File: src/rtl/fb_swap_ctrl.sv
// Frame-buffer swap controller: waits for a drawn frame to finish its writes,
// then swaps buffers on the display's vsync falling edge (or immediately before first display).
module fb_swap_ctrl #(
   parameter int unsigned OUTSTANDING_BITS = 4,
   parameter int unsigned FRAME_CNT_BITS   = 16
) (
   input  logic                        clk,
   input  logic                        reset,
   input  logic                        gfx_last,
   input  logic                        wr_issue,
   input  logic                        wr_done,
   input  logic                        vsync,
   output logic                        mem_switch,
   output logic                        gfx_start,
   output logic                        disp_enable,
   output logic [OUTSTANDING_BITS-1:0] outstanding,
   output logic [FRAME_CNT_BITS-1:0]   frame_cnt,
   output logic [FRAME_CNT_BITS-1:0]   drop_cnt,
   output logic                        err
);

   localparam int unsigned OB = OUTSTANDING_BITS;
   localparam int unsigned FB = FRAME_CNT_BITS;
   localparam logic [OB-1:0] OUT_MAX = '1;

   typedef enum logic [1:0] {
      DRAW  = 2'd0,
      DRAIN = 2'd1,
      READY = 2'd2,
      SWAP  = 2'd3
   } state_t;

   state_t        state, state_d;
   logic          vsync_q;
   logic          vsync_fall;
   logic          vsync_fall_d;
   logic          mem_switch_d;
   logic          gfx_start_d;
   logic          disp_enable_d;
   logic [OB-1:0] outstanding_d;
   logic [FB-1:0] frame_cnt_d;
   logic [FB-1:0] drop_cnt_d;
   logic          err_d;

   // State and all outputs register here; next values come from the comb block below.
   always_ff @(posedge clk) begin
      if (reset) begin
         state       <= DRAW;
         vsync_q     <= 1'b0;
         vsync_fall  <= 1'b0;
         mem_switch  <= 1'b0;
         gfx_start   <= 1'b0;
         disp_enable <= 1'b0;
         outstanding <= '0;
         frame_cnt   <= '0;
         drop_cnt    <= '0;
         err         <= 1'b0;
      end else begin
         state       <= state_d;
         vsync_q     <= vsync;
         vsync_fall  <= vsync_fall_d;
         mem_switch  <= mem_switch_d;
         gfx_start   <= gfx_start_d;
         disp_enable <= disp_enable_d;
         outstanding <= outstanding_d;
         frame_cnt   <= frame_cnt_d;
         drop_cnt    <= drop_cnt_d;
         err         <= err_d;
      end
   end

   // Next-state, counters and swap pulses.
   always_comb begin
      state_d       = state;
      vsync_fall_d  = vsync_q & ~vsync;
      disp_enable_d = disp_enable;
      outstanding_d = outstanding;
      frame_cnt_d   = frame_cnt;
      drop_cnt_d    = drop_cnt;
      err_d         = err;

      unique case (state)
         DRAW: begin
            if (gfx_last) state_d = DRAIN;
         end
         DRAIN: begin
            if ((outstanding == '0) && !wr_issue) state_d = READY;
         end
         READY: begin
            if (!disp_enable || vsync_fall) state_d = SWAP;
         end
         SWAP: begin
            state_d       = DRAW;
            disp_enable_d = 1'b1;
            frame_cnt_d   = frame_cnt + FB'(1);
         end
         default: state_d = DRAW;
      endcase

      // A displayed frame repeats when vsync arrives before the next one is ready.
      if (vsync_fall && disp_enable && ((state == DRAW) || (state == DRAIN)))
         drop_cnt_d = drop_cnt + FB'(1);

      if (wr_issue && !wr_done) begin
         if (outstanding == OUT_MAX) err_d = 1'b1;
         else                        outstanding_d = outstanding + OB'(1);
      end else if (wr_done && !wr_issue) begin
         if (outstanding == '0) err_d = 1'b1;
         else                   outstanding_d = outstanding - OB'(1);
      end

      mem_switch_d = (state_d == SWAP);
      gfx_start_d  = (state_d == SWAP);
   end

endmodule

File: config.mk
export PLATFORM = sky130hd
export DESIGN_NAME = fb_swap_ctrl
export DESIGN_NICKNAME = d
export VERILOG_FILES = /design/src/rtl/fb_swap_ctrl.sv
export SDC_FILE = /design/constraint.sdc
export NUM_CORES = 1
export LEC_CHECK = 0
export CAP_MARGIN = 10
export CELL_PAD_IN_SITES_DETAIL_PLACEMENT = 0
export CELL_PAD_IN_SITES_GLOBAL_PLACEMENT = 1
export CORE_MARGIN = 4
export CORE_UTILIZATION = 49
export CTS_CLUSTER_DIAMETER = 60
export CTS_CLUSTER_SIZE = 12
export DETAILED_ROUTE_END_ITERATION = 8
export DONT_BUFFER_PORTS = 1
export HOLD_SLACK_MARGIN = 0.02
export PLACE_DENSITY_LB_ADDON = 0.2
export SLEW_MARGIN = 20
export SYNTH_ARGS = -nofsm -noshare
export SYNTH_HDL_FRONTEND = slang
export SYNTH_SLANG_ARGS = --single-unit
File: constraint.sdc
create_clock -name clk -period 2.7 [get_ports clk]
set_input_delay 0.27 -clock clk [delete_from_list [all_inputs] [get_ports clk]]
set_output_delay 0.27 -clock clk [all_outputs]
set_load 0.02 [all_outputs]
==> reports/qor.txt, run 1 <==
outcome -> finished clean
number of diodes -> 0
count of cell types in the netlist -> 39
Sink Count -> 43
worst min-delay path startpoint -> reset
fill count -> 376
GR Overflow Total -> 0
R2R depth -> 5
fin nets -> 241
Final setup viols -> 0
Die W -> 71.9 um
worst hold-check path type -> input port to register
Seq cells post-synth -> 43
most frequent CP cell -> a211oi_1
Synth async-reset ratio -> 0%
first-pass GRT wire length -> 7160 um
number of global-route vias before repair -> 1540
MaxCap Viol Count -> 0
hold path depth -> 1
hpwl dp -> 3010 um
vias per cell -> 5.74
kind of critical path -> register to register
xor-xnor portion of the synthesized cell area -> 10.5%
CP Depth -> 5
CTS tree -> done
syn avg cell area -> 8.82 um2
PnR worst setup slack -> 0.641 ns
Setup crit end kind -> register
area grow syn2layout -> 8.25%
vias -> 1591
Tmin final -> 2.06 ns
Placer Congestion -> 0.777
required time worst endpoint -> 2.91 ns
Fin. Hold Viols -> 0
CP peak stage delay -> 0.59 ns
Synth Area in Compound Gates -> 10.2%
critical path buffer and inverter count -> 0
clock buffer count from CTS -> 5
clk_skew -> 0.00304 ns
Slowest-stage cell, CP -> dfxtp_1
H-tree depth -> 2
Max-slew headroom -> 61.8%
worst-margin pin slew -> 0.559 ns
post-synth top area share -> 43.0%
Leak -> 0.000773 uW
P per Cell Area -> 600 nW/um2
clock tree buffer depth -> 2
EDFF count, synth -> 0
Mapped Cells -> 227
placed cells -> 268
CP Max Fanout -> 7
drt initial violations -> 43
Setup TNS -> 0 ns
largest net degree at the start of global routing -> 45
fin crit share -> 76.2%
syn nets -> 240
mux contribution to synthesized area -> 1.00%
family with the most delay on the worst path -> compound AO/OA/AOI/OAI gates
sequential element share of the synthesized area -> 43.0%
Max Fclk -> 486 MHz
Die Y -> 71.9 um
clk_lat worst skew -> 0.29 ns
total wire length -> 4170 um
core area -> 3800 um2
Reg-to-Reg Start -> outstanding[1]
largest family of logic cells by synthesized area -> simple AND/OR/NAND/NOR gates
arrival time at the worst endpoint -> 2.26 ns
Residual DRC -> 0
WL/cell -> 15.0 um
CTS clk-pin slew, worst paths -> 0.08 ns
CP Launch Type -> register
top cell type by total area after synthesis -> dfxtp_1
Die ar. -> 5170 um2
Layout Cells excl Fill -> 277
Global Route Usage Sum -> 17.1%
router iterations before antenna repair -> 4
synth top area cells -> dfxtp_1 43%, nor2_1 6.0%, xor2_1 5.7%
crit-path cells -> ha_1 > a21o_1 > a2111oi_0 > a211oi_1 > a211oi_1
CP startpoint -> outstanding[1]
RSZ-0062 raised after global routing -> no
initial antenna violation count -> 0
Pins Over Slew Limit -> 0
post-synthesis cell area -> 2000 um2
YS warnings -> 0
Peak VDD IR -> 335 uV
dpl ws -> 0.529 ns
adder-cell share of the synthesized area -> 4.75%
Starting Density -> 52.7%
Synth Area in Simple Gates -> 27.4%
Main synth FF type -> dfxtp_1
io pins -> 46
FP Rows -> 22
PortBufs -> 0
Root Driver -> clkbuf_8
layout cells sized above 1 -> 7.42%
Routed Antenna Nets -> 0
[through the flow]
stage               area, um2  hold slack, ns  power [uW]  util, %
floorplan                2000           0.346         793        -
global placement         2040           0.343         798     53.7
detailed placement       2040           0.346         806     53.7
CTS                      2160          0.0250        1320     56.8
global route             2170          0.0207        1360     57.0
finish                   2170          0.0426        1300     57.0
[power by group]
part / leakage [uW] / internal, uW / switching (uW)
Combinational: 0.000364 / 47.0 / 44.9
Sequential: 0.000348 / 652 / 49.6
Clock: 0.0000612 / 299 / 209
[placed cells by master (no fill, tap or decap), types with 2 or more instances in the layout]
cell / synthesis / routed
nor4_1: 3 / 3
dfxtp_1: 43 / 43
nor2b_1: 2 / 2
inv_1: 7 / 7
or3_1: 5 / 5
a211oi_1: 2 / 2
buf_4: 1 / 2
nand2_1: 10 / 10
nor3_1: 6 / 6
xor2_1: 13 / 13
nand4b_1: 2 / 2
ha_1: 6 / 6
nor2_1: 32 / 32
nand3_1: 14 / 14
a21o_1: 2 / 2
nand2b_1: 2 / 2
o21ai_0: 6 / 6
a2111oi_0: 2 / 2
mux2i_1: 2 / 2
a21oi_1: 14 / 14
xnor2_1: 11 / 11
nand4_1: 12 / 12
clkbuf_8: 0 / 6
o21bai_1: 2 / 2
and4_1: 4 / 4
a31o_2: 3 / 3
[cells in the mapped netlist, drive strengths merged, types with 6 or more instances]
cell type / n
nand2: 10
ha: 6
clkbuf: 8
nand4: 13
a21oi: 14
o21ai: 6
nand3: 14
inv: 7
nor2: 32
xnor2: 11
dfxtp: 43
nor3: 6
xor2: 13
[timing repair]
| item | 4_1_cts | 5_1_grt |
|---|---|---|
| buffers inserted | 0 | 0 |
| hold buffers | 0 | 1 |
| gates resized for setup | 0 | 0 |
| hold endpoints to repair | 0 | 2 |
[area by class of cell]
type | count | area, um2 | share of cell area [%]
Multi-Input combinational cell | 168 | 1080 | 49.7
Sequential cell | 43 | 861 | 39.7
Clock buffer | 6 | 82.6 | 3.81
Tap cell | 48 | 60.1 | 2.77
Clock inverter | 2 | 35.0 | 1.62
Inverter | 7 | 26.3 | 1.21
Timing Repair Buffer | 3 | 25.0 | 1.15
[cells by family after synthesis]
logic type | count (synthesis)
adders and majority gates | 7
DFF | 43
and+or+nand+nor | 102
xor gates and xnor gates | 24
muxes | 2
buffers and inverters | 16
AOI/OAI and AO/OA | 33
[flip-flops by register name, indices dropped and copies added (netlist names)]
signal       cells
drop_cnt        16
vsync_fall       1
frame_cnt       16
disp_enable      1
state            2
vsync_q          1
gfx_start        1
err              1
outstanding      4
[path summary, 6_finish.rpt]
| path | end | slack, ns |
|---|---|---|
| max | outstanding[3] | 0.64 |
| min | err | 0.04 |
| max reg2reg | outstanding[3] | 0.64 |
| min reg2reg | vsync_fall | 0.46 |
[per-layer routing]
metal	global-route usage [%]	vias to the layer above	share of wire [%]	routed length (um)
li1	-	809	-	-
met1	20.8	736	44	1820
met2	27.1	42	48	2000
met3	7.48	4	7.3	306
met4	5.64	0	0.82	34
met5	0	-	0	0
Note: power is estimated with default switching activity, not from simulation.
==> inputs of run 2 (changes only) <==
Settings changed: CORE_UTILIZATION 49 to 41.
Clock period 2.7 ns to 1.7 ns, I/O delays scaled along.
==> reports/qor.txt, run 2 (same netlist as run 1, synthesis figures left out) <==
outcome -> finished clean
arrival time at the worst endpoint -> 1.81 ns (-0.45 ns)
Cell Area, Placed -> 2330 um2 (+14%)
Sink Count -> 43 (unchanged)
critical path buffer and inverter count -> 0 (unchanged)
Final setup viols -> 0 (unchanged)
hpwl dp -> 3480 um (+16%)
Max Fclk -> 616 MHz (+27%)
MaxCap Viol Count -> 0 (unchanged)
Setup crit end kind -> register
Pins Over Slew Limit -> 0 (unchanged)
fin nets -> 276 (+15%)
clk_lat worst skew -> 0.29 ns (about the same)
clock buffer count from CTS -> 5 (unchanged)
PortBufs -> 0 (unchanged)
clk_skew -> 0.00277 ns (-0.000275 ns)
fin crit share -> 95.6% (+19 points)
family with the most delay on the worst path -> simple AND/OR/NAND/NOR gates
Max-slew headroom -> 72.4% (+11 points)
area grow syn2layout -> 24.3%
vias -> 1766 (+11%)
met2 Track Usage GR -> 28.2% (+1.0 points)
vias per cell -> 5.35 (-6.8%)
Root Driver -> clkbuf_8
Leak -> 0.000961 uW (+24%)
Global Route Usage Sum -> 16.5% (-0.63 points)
first-pass GRT wire length -> 7990 um (+12%)
CTS clk-pin slew, worst paths -> 0.08 ns (about the same)
busiest grt layer -> met2
P per Cell Area -> 808 nW/um2 (+35%)
CP Max Fanout -> 4 (-3)
number of global-route vias before repair -> 1743 (+13%)
Slowest-stage cell, CP -> or4_1
clock tree buffer depth -> 2 (unchanged)
Placer Congestion -> 0.833 (+7.2%)
fill count -> 450 (+20%)
biggest regs -> drop_cnt x16, frame_cnt x16, outstanding x4
Residual DRC -> 0 (unchanged)
routing usage on met1 -> 18.2% (-2.6 points)
io pins -> 46 (unchanged)
CP peak stage delay -> 0.59 ns (about the same)
commonest cells after routing, fill and taps aside -> 38 x dfxtp_1, 36 x buf_4, 32 x nor2_1
number of diodes -> 0 (unchanged)
global routing usage on met3 -> 7.19% (-0.29 points)
RSZ-0062 raised after global routing -> no
total wire length -> 4800 um (+15%)
multi-input logic area -> 1120 um2 (+4.3%)
GR Overflow Total -> 0 (unchanged)
Fin. Hold Viols -> 0 (unchanged)
CP Launch Type -> register
layout cells sized above 1 -> 23.2% (+16 points)
Tmin final -> 1.62 ns (-0.434 ns)
commonest non-fill, non-tap cell in the layout -> dfxtp_1
Reg area -> 867 um2 (+0.73%)
FP Rows -> 25 (+14%)
crit-path cells -> or4_1 > nor2_1 > a2111oi_0 > or2_2
drt initial violations -> 108 (+150%)
largest net degree at the start of global routing -> 42 (-6.7%)
router iterations before antenna repair -> 4 (unchanged)
core area -> 4720 um2 (+24%)
required time worst endpoint -> 1.88 ns (-1.03 ns)
worst hold-check path type -> input port to register
worst-margin pin slew -> 0.413 ns (-0.145 ns)
Starting Density -> 42.4% (-10 points)
CTS tree -> done
H-tree depth -> 2 (unchanged)
fin util -> 52.7% (-4.4 points)
Die W -> 77.9 um (+8.3%)
Peak VDD IR -> 399 uV (+19%)
Routed Antenna Nets -> 0 (unchanged)
dpl ws -> -0.0367 ns (-0.566 ns)
final instance area -> 2490 um2 (+15%)
PnR worst setup slack -> 0.0755 ns (-0.566 ns)
WL/cell -> 14.6 um (-3.2%)
initial antenna violation count -> 0 (unchanged)
kind of critical path -> register to register
Die Y -> 77.9 um (+8.3%)
Die ar. -> 6060 um2 (+17%)
-- run 2: repair_timing --
| item | CTS | global route |
|---|---|---|
| setup endpoints to repair | 0 | 4 |
| gates resized for setup | 0 | 5 |
| hold endpoints to repair | 41 | 0 |
| buffers inserted | 0 | 0 |
| hold buffers | 2 | 0 |
-- run 2: per-layer routing --
layer	vias to the layer above	part of all wire, %
met5	-	0
met4	0	1.5
met3	8	7.1
met2	38	47
met1	839	44
li1	881	-
-- run 2: worst paths after layout --
| kind | endpoint | cells after the start | slack (ns) | startpoint |
|---|---|---|---|---|
| hold reg to reg | vsync_fall | 1 | 0.46 | vsync_q |
| setup / recovery | state[0] | 4 | 0.08 | outstanding[1] |
| hold / removal | state[1] | 3 | 0.11 | wr_issue |
| setup reg to reg | state[0] | 4 | 0.08 | outstanding[1] |
-- run 2: through the flow --
step | cells | power, uW | TNS (ns) | hold WS (ns)
after floorplan | 227 | 1270 | -0.00831 | 0.246
after global placement | 321 | 1310 | 0 | 0.237
after detailed placement | 321 | 1330 | -0.0367 | 0.241
after CTS | 330 | 2000 | 0 | 0.0908
after global routing | 330 | 2120 | 0 | 0.0982
final | 330 | 2010 | 0 | 0.107
-- run 2: power by group --
group          internal, uW  switching (uW)  total [uW]  leakage (uW)
clock network           319             336         654     0.0000470
logic                   121             175         296      0.000564
registers              1040            24.9        1060      0.000350
-- run 2: worst register-to-register path: cells and delay by family, from the launching register on --
kind | cells | cell delay (ns)
simple gates | 3 | 1.05
compound gates | 1 | 0.12
flops | 1 | 0.34
-- run 2: cell type report --
| cell class | count | share of cell area (%) |
|---|---|---|
| Clock buffer | 6 | 3.32 |
| Tap cell | 67 | 3.37 |
| Timing Repair Buffer | 38 | 12.1 |
| Multi-Input combinational cell | 168 | 45.1 |
| Sequential cell | 43 | 34.8 |
| Clock inverter | 1 | 0.201 |
| Inverter | 7 | 1.06 |
